<file path="config.mk">
export PLATFORM = sky130hd
export DESIGN_NAME = vid_fetch_ctrl
export DESIGN_NICKNAME = d
export VERILOG_FILES = /design/src/rtl/vid_fetch_ctrl.sv
export SDC_FILE = /design/constraint.sdc
export NUM_CORES = 1
export LEC_CHECK = 0
export CAP_MARGIN = 15
export CORE_MARGIN = 3
export CORE_UTILIZATION = 45
export DETAILED_ROUTE_END_ITERATION = 10
export PLACE_DENSITY = 0.87
export RECOVER_POWER = 100
export SLEW_MARGIN = 0
export SYNTH_ARGS = -nofsm -noshare
export SYNTH_HDL_FRONTEND = slang
export SYNTH_SLANG_ARGS = --single-unit
export TNS_END_PERCENT = 20
</file>
<file path="constraint.sdc">
create_clock -name clk -period 4.01 [get_ports clk]
set_input_delay 1.203 -clock clk [delete_from_list [all_inputs] [get_ports clk]]
set_output_delay 1.203 -clock clk [all_outputs]
set_load 0.005 [all_outputs]
</file>
<file path="src/rtl/vid_fetch_ctrl.sv">
// vid_fetch_ctrl -- bus-master fetch scheduler for the video pixel FIFO.
//
// Purpose:
//   Keeps the pixel FIFO fed. When fetching is enabled, the frame is not yet
//   exhausted and the FIFO has room for a whole burst, it bids for the shared
//   bus. Once granted it issues a one-cycle burst read command, then writes
//   the returned read-data beats into the FIFO one cycle after each beat.
//   frame_start rewinds the fetch address to frame_base. If a burst is in
//   flight, that burst still runs to completion on the bus, but its remaining
//   beats are discarded.
//
// Optional feature (macro FETCH_TIMEOUT_EN):
//   When defined, a burst that stalls for TIMEOUT cycles without a beat is
//   abandoned. The address and word count advance as if the burst had
//   completed, and the sticky fetch_err flag is set. When undefined, DATA
//   waits indefinitely and fetch_err is tied 0.
//
// Ports:
//   clk, reset           clock, asynchronous active-high reset
//   enable               fetching allowed
//   frame_start          1-cycle pulse at vblank start
//   frame_base           frame buffer byte address, sampled on frame_start
//   fifo_level           current FIFO occupancy, 0..DEPTH
//   ackin                bus grant
//   selin/cmdin          slave response select / command (3'b011 = read beat)
//   addrdatain           read beat payload
//   reqout               bus bid: 00 none, 01 normal, 11 urgent
//   reqtar               target slave id (4'h1) while bidding
//   lenout               burst length code (log2 BURST) during the command
//   cmdout               3'b010 read request during the command cycle
//   addrdataout          request address during the command cycle
//   fifo_write           FIFO write strobe
//   fifo_wdata           FIFO write data
//   busy                 FSM not idle
//   fetch_err            sticky timeout flag
module vid_fetch_ctrl #(
  parameter int DEPTH       = 16,
  parameter int BURST       = 4,
  parameter int LOW_WATER   = 8,
  parameter int FRAME_WORDS = 1024,
  parameter int TIMEOUT     = 64
) (
  input  logic                      clk,
  input  logic                      reset,
  input  logic                      enable,
  input  logic                      frame_start,
  input  logic [31:0]               frame_base,
  input  logic [$clog2(DEPTH):0]    fifo_level,
  input  logic                      ackin,
  input  logic                      selin,
  input  logic [2:0]                cmdin,
  input  logic [31:0]               addrdatain,
  output logic [1:0]                reqout,
  output logic [3:0]                reqtar,
  output logic [1:0]                lenout,
  output logic [2:0]                cmdout,
  output logic [31:0]               addrdataout,
  output logic                      fifo_write,
  output logic [31:0]               fifo_wdata,
  output logic                      busy,
  output logic                      fetch_err
);

  localparam int LVL_W = $clog2(DEPTH) + 1;
  localparam int WC_W  = $clog2(FRAME_WORDS + 1);
  localparam int BC_W  = $clog2(BURST) + 1;

  localparam logic [1:0]  LEN_CODE  = 2'($clog2(BURST));
  localparam logic [31:0] ADDR_STEP = 32'(4 * BURST);

  localparam logic [1:0] IDLE = 2'd0;
  localparam logic [1:0] REQ  = 2'd1;
  localparam logic [1:0] ADDR = 2'd2;
  localparam logic [1:0] DATA = 2'd3;

  logic [1:0]      state;
  logic [31:0]     addr;
  logic [WC_W-1:0] word_cnt;
  logic [BC_W-1:0] beat_cnt;
  logic            drop;
  logic [31:0]     base_pend;

  logic            vld_p1;
  logic [31:0]     wdata_p1;

  logic            beat;
  logic            last_beat;
  logic            space_ok;
  logic            urgent;
  logic            frame_left;
  logic            start_ok;
  logic            timeout_hit;
  logic            burst_done;
  logic            abort_req;
  logic            frame_hit;
  logic [31:0]     reload_base;

  assign beat       = (state == DATA) && selin && (cmdin == 3'b011);
  assign last_beat  = beat && (beat_cnt == BC_W'(BURST - 1));
  assign space_ok   = fifo_level <= LVL_W'(DEPTH - BURST);
  assign urgent     = fifo_level < LVL_W'(LOW_WATER);
  assign frame_left = word_cnt < WC_W'(FRAME_WORDS);
  assign start_ok   = enable && frame_left && space_ok;
  assign abort_req  = (state == REQ) && !enable;
  assign burst_done = last_beat || timeout_hit;

  // A frame_start seen now or earlier in this burst discards the burst's
  // data and rewinds the address once the FSM returns to IDLE.
  assign frame_hit   = drop || frame_start;
  assign reload_base = frame_start ? frame_base : base_pend;

`ifdef FETCH_TIMEOUT_EN
  localparam int TMO_W = $clog2(TIMEOUT) + 1;

  logic [TMO_W-1:0] tmo_cnt;
  logic             err_q;

  assign timeout_hit = (state == DATA) && !beat && (tmo_cnt == TMO_W'(TIMEOUT - 1));
  assign fetch_err   = err_q;

  always_ff @(posedge clk or posedge reset) begin
    if (reset) begin
      tmo_cnt <= '0;
      err_q   <= 1'b0;
    end else begin
      if (state != DATA || beat || timeout_hit)
        tmo_cnt <= '0;
      else
        tmo_cnt <= tmo_cnt + TMO_W'(1);
      if (timeout_hit)
        err_q <= 1'b1;
    end
  end
`else
  assign timeout_hit = 1'b0;
  assign fetch_err   = 1'b0;
`endif

  always_ff @(posedge clk or posedge reset) begin
    if (reset) begin
      state     <= IDLE;
      addr      <= '0;
      word_cnt  <= '0;
      beat_cnt  <= '0;
      drop      <= 1'b0;
      base_pend <= '0;
      vld_p1    <= 1'b0;
      wdata_p1  <= '0;
    end else begin
      vld_p1 <= 1'b0;

      if (state == IDLE) begin
        if (frame_start) begin
          addr     <= frame_base;
          word_cnt <= '0;
        end
        if (start_ok)
          state <= REQ;
      end else if (frame_start) begin
        drop      <= 1'b1;
        base_pend <= frame_base;
      end

      case (state)
        REQ:  if (ackin) state <= ADDR;
        ADDR: state <= DATA;
        default: ;
      endcase

      // Stage p0 -> p1: accepted read beat registered toward the FIFO.
      if (beat) begin
        beat_cnt <= beat_cnt + BC_W'(1);
        if (!frame_hit) begin
          vld_p1   <= 1'b1;
          wdata_p1 <= addrdatain;
        end
      end

      // Leaving REQ/DATA for IDLE: either rewind for the new frame or step
      // past the burst just fetched (a dropped REQ bid fetched nothing).
      if (burst_done || abort_req) begin
        state    <= IDLE;
        beat_cnt <= '0;
        if (frame_hit) begin
          addr     <= reload_base;
          word_cnt <= '0;
          drop     <= 1'b0;
        end else if (burst_done) begin
          addr     <= addr + ADDR_STEP;
          word_cnt <= word_cnt + WC_W'(BURST);
        end
      end
    end
  end

  // Bus request signals are decoded straight from the state so the bid
  // tracks fifo_level every cycle and everything drops to 0 with reset.
  always_comb begin
    reqout      = 2'b00;
    reqtar      = 4'h0;
    lenout      = 2'b00;
    cmdout      = 3'b000;
    addrdataout = '0;
    if (state == REQ && enable) begin
      reqout = urgent ? 2'b11 : 2'b01;
      reqtar = 4'h1;
    end
    if (state == ADDR) begin
      cmdout      = 3'b010;
      addrdataout = addr;
      lenout      = LEN_CODE;
    end
  end

  assign busy       = (state != IDLE);
  assign fifo_write = vld_p1;
  assign fifo_wdata = wdata_p1;

endmodule
</file>
Word level (Yosys, flattened, before mapping)
Index checks and enable logic that the tools add are counted.
W data, S select, Z words.
{ "totals": {"regBits": 114, "out_inout_bits": 78, "wordCells": 64} }
{ "classes": {"add_sub_neg": 3, "n_lt_le_gt_ge": 3, "n_eq_ne": 5, "muxes": 30, "n_bitwise": 1, "reduce_logical": 14} }
{ "op_table": {"columns": ["cell", "count"], "rows": [
  ["$mux W32", 7],
  ["$mux W11", 5],
  ["$add A32 B5 Y32 const B", 1],
  ["$mux W2", 8],
  ["$add A11 B3 Y11 const B", 1],
  ["$lt A11 B11 Y1 const B", 1],
  ["$logic_and A1 B1 Y1", 7],
  ["$mux W1", 7],
  ["$eq A3 B2 Y1 const B", 2],
  ["$mux W3", 2],
  ["$le A5 B4 Y1 const B", 1],
  ["$lt A5 B4 Y1 const B", 1],
  ["$eq A2 B2 Y1 const B", 2],
  ["$pmux W2 S2", 1],
  ["$reduce_bool A2 Y1", 2],
  ["$add A3 B1 Y3 const B", 1],
  ["$eq A2 B1 Y1 const B", 1],
  ["$logic_not A2 Y1", 1],
  ["$logic_or A1 B1 Y1", 2],
  ["$reduce_and A2 Y1", 1],
  ["$logic_not A1 Y1", 1],
  ["$not A1 Y1", 1]
]} }

Logic depth before layout (Yosys ltp)
Gate-level depths: netlist (run 1).
{ "logic_depth": {"ltp_word": 8, "mapped_depth": 9} }

Worst setup path before layout (run 1)
Ideal clock, no wire load.
{ "synth_path": {"kind": "in2out", "start": "in enable", "end": "out reqout[1]", "t_arrival_ns": 1.574, "slack_ns": 1.233, "stages": 2, "n_path_buf": 0, "cell_sequence": "and2_1 -> nor3b_1"} }
{ "synth_via": {"elab_chain_len": 2} }
{ "synth_rtl": {"columns": ["element", "line", "text"], "rows": [
  ["start: declaration", "45", "input logic enable,"],
  ["$logic_and A1 B1 Y1", "204", "if (state == REQ && enable) begin"],
  ["$mux W2", "204", null],
  ["end: declaration", "53", "output logic [1:0] reqout,"]
]} }
No other way between the ends.

Worst setup path after layout (run 1)
Same ends and word-level chain as after synthesis.

==> results of run 1 <==
kinds of logic after synthesis:
family                     Yosys count  synth area share
other                                1          0.000592
AOI/OAI and AO/OA                  109             0.115
adders and majority gates            8            0.0158
DFF                                112             0.443
xor gates and xnor gates            31            0.0429
and+or+nand+nor                    223             0.193
muxes                               79             0.139
buffers and inverters               59            0.0512
per-layer routing:
| layer | vias up | global-route usage | part of all wire |
|---|---|---|---|
| met5 | - | 0 | 0.0014 |
| met4 | 4 | 0.0548 | 0.0071 |
| met3 | 13 | 0.0750 | 0.078 |
| met2 | 163 | 0.343 | 0.50 |
| met1 | 2485 | 0.256 | 0.41 |
| li1 | 2482 | - | - |
path summary, 6_finish.rpt:
kind / slack (ns) / endpoint / depth (start not counted)
min reg2reg: 0.50 / fifo_wdata[18]$_DFFE_PP0P_ / 1
max in group asynchronous: 0.46 / word_cnt[10]$_DFF_PP0_ / 4
min in group asynchronous: 1.58 / fifo_wdata[1]$_DFFE_PP0P_ / 2
max: 0.18 / reqout[1] / 4
min: 0.50 / fifo_wdata[18]$_DFFE_PP0P_ / 1
max reg2reg: 1.01 / addr[0]$_DFFE_PP0P_ / 8
per-stage QoR:
stage                     hold slack, ns  setup WS [ns]
final                              0.499          0.182
after global routing               0.514         0.0768
after CTS                          0.506          0.187
after detailed placement           0.488          0.187
after global placement             0.467          0.218
after floorplan                    0.456           1.23
state kept, by name, summed over array words and instances (netlist names):
register / count
addr: 32
base_pend: 32
beat_cnt: 3
drop: 1
fifo_wdata: 32
fifo_write: 1
state: 2
word_cnt: 9
layout by cell type (no fill, tap or decap), types with 3 or more instances in the layout:
cell type	count
a21oi_1	17
a221oi_1	17
a22oi_1	3
and2_0	17
and2_1	17
and3_1	24
buf_4	5
clkbuf_1	7
clkbuf_16	9
clkbuf_2	5
clkbuf_8	3
clkdlybuf4s50_1	94
conb_1	7
dfrtp_1	112
dlygate4sd3_1	53
ha_1	8
inv_1	9
mux2_2	72
mux2i_1	7
nand2_1	62
nand3_1	21
nand4_1	12
nor2_1	40
nor2b_1	3
nor3_1	3
nor3b_1	4
o211ai_1	5
o21a_1	3
o21ai_0	30
o221ai_1	3
o22ai_1	18
xnor2_1	12
xor2_1	19
power by group through the flow:
| stage | combinational [uW] | clock (uW) | sequential (uW) |
|---|---|---|---|
| floorplan | 1190 | 0 | 1760 |
| global placement | 1640 | 0 | 1890 |
| detailed placement | 1690 | 0 | 1910 |
| CTS | 1690 | 1030 | 1890 |
| global route | 1830 | 1080 | 1950 |
| finish | 1630 | 1010 | 1890 |
layout make-up:
cell class	count	area [sq um]
Inverter	10	38.8
Clock inverter	4	75.1
Clock buffer	12	267
Multi-Input combinational cell	457	3210
Tap cell	176	220
Sequential cell	112	2800
Timing Repair Buffer	167	1590
Fill cell	1131	5310
==> results.tsv, run 1 <==
metric	value	unit
Hold Crit Start	fifo_wdata[18]$_DFFE_PP0P_	
HPWL after DPL	11200	um
Crit path largest cell delay	0.53	ns
CP arrival	2.63	ns
fin crit period	3.83	ns
ys flop type	dfrtp_1	
H-tree Lvls	3	
switching power	1560	uW
post-synthesis sequential area ratio	0.443	
drt wl/cell	17.0	um
clock share of power	0.223	
routability cong.	0.836	
EDFF count, synth	0	
Critical Path RT	2.81	ns
critical path startpoint category	input port	
total inserted antenna cells	0	
Final Instance Count excl. Fillers	938	
CTS hold repair buffers	0	
die area	15500	sq um
Tightest Hold Check Type	reg2reg	
TritonCTS clock tree	yes	
Die Wd	125	um
TNS Setup	0	ns
clock latency on the worst-skew pair	0.36	ns
Die H	125	um
VDD IR-drop max	0.323	mV
sequential power share	0.417	
actual slew at the worst max-slew pin	1.42	ns
Ys Warns	0	
initial core utilization	0.469	
Design Power	4530	uW
grt ovf	0	
IO Pins	156	
top-count cell post-synth	dfrtp_1	
Worst Setup Path Type	in2out	
Max Cap Viol	0	
Combinational Power Share	0.360	
routed vias	5147	
CP endpoint kind	primary output	
most frequent CP cell	clkdlybuf4s50_1	
vias per std cell	5.49	
post-route cell area	8200	sq um
post-synth top area share	0.443	
Hold Vio Cnt, Final	0	
total clock sinks	112	
Worst Path Buf+Inv	2	
root buffer cell	clkbuf_16	
Syn Std Cell Area	6330	sq um
crit-path max FO	4	
DRC Markers	0	
Port Buffer Count	148	
fin nets	843	
unrepaired setup endpoints after global routing	no	
ranking of synthesized cells by area	dfrtp_1, mux2_2, nand2_1, and2_1, xor2_1	
Synth async-reset ratio	1.00	
final core utilization	0.607	
postcts setup bufs	0	
post-synthesis cell count	622	
r2r startpoint	beat_cnt[0]$_DFFE_PP0P_	
Pwr per Cell Area	552	nW/um^2
Commonest cells post-synth	dfrtp_1, mux2_2, nand2_1, nor2_1, and2_1	
Max Freq	0.261	GHz
CP cell instances	clkdlybuf4s50_1 -> and2_0 -> nor3b_1 -> clkdlybuf4s50_1	
status	complete, no violations	
drt pass-1 iters	4	
DRT antenna net count	0	
cell internal pwr	2970	uW
Final period util	0.955	
placed cells	921	
vias in the first global route	5306	
Routed WL	16000	um
initial antenna violation count	2	
leakage power total	0.00366	uW
Placed Area	7930	sq um
layout cells sized above 1	0.151	
TritonCTS buffer count	9	
Sw Share	0.345	
clock-pin slew on the worst setup and hold paths	0.07	ns
beginning of the critical path	enable	
syn_area_per_cell	10.2	sq um
Area Growth Syn to Fin	29.5	%
Synth cell types	57	
cts repair resizes	0	
Worst Skew	0.00887	ns
Worst path slowest cell	clkdlybuf4s50_1	
Total GRT Usage	0.207	
crit-path leading delay family	buffers and inverters	
FP Rows	42	
final setup fails	0	
flip-flop and latch count after synthesis	112	
Clock Path Buffers	2	
Rel. slew slack	0.0517	
first-pass GRT wire length	26400	um
total core area	13500	sq um
Slew Viols, Final	0	
pin count of the biggest net entering global routing	80	
initial DRC count	391	
area leader, netlist	dfrtp_1	
(Power assumes the default switching activity.)
==> run 2, diff against run 1 <==
Settings changed: HOLD_SLACK_MARGIN set to 0.02.
==> results of run 2 <==
No change in the layout: final DEF, timing and power equal those of run 1.
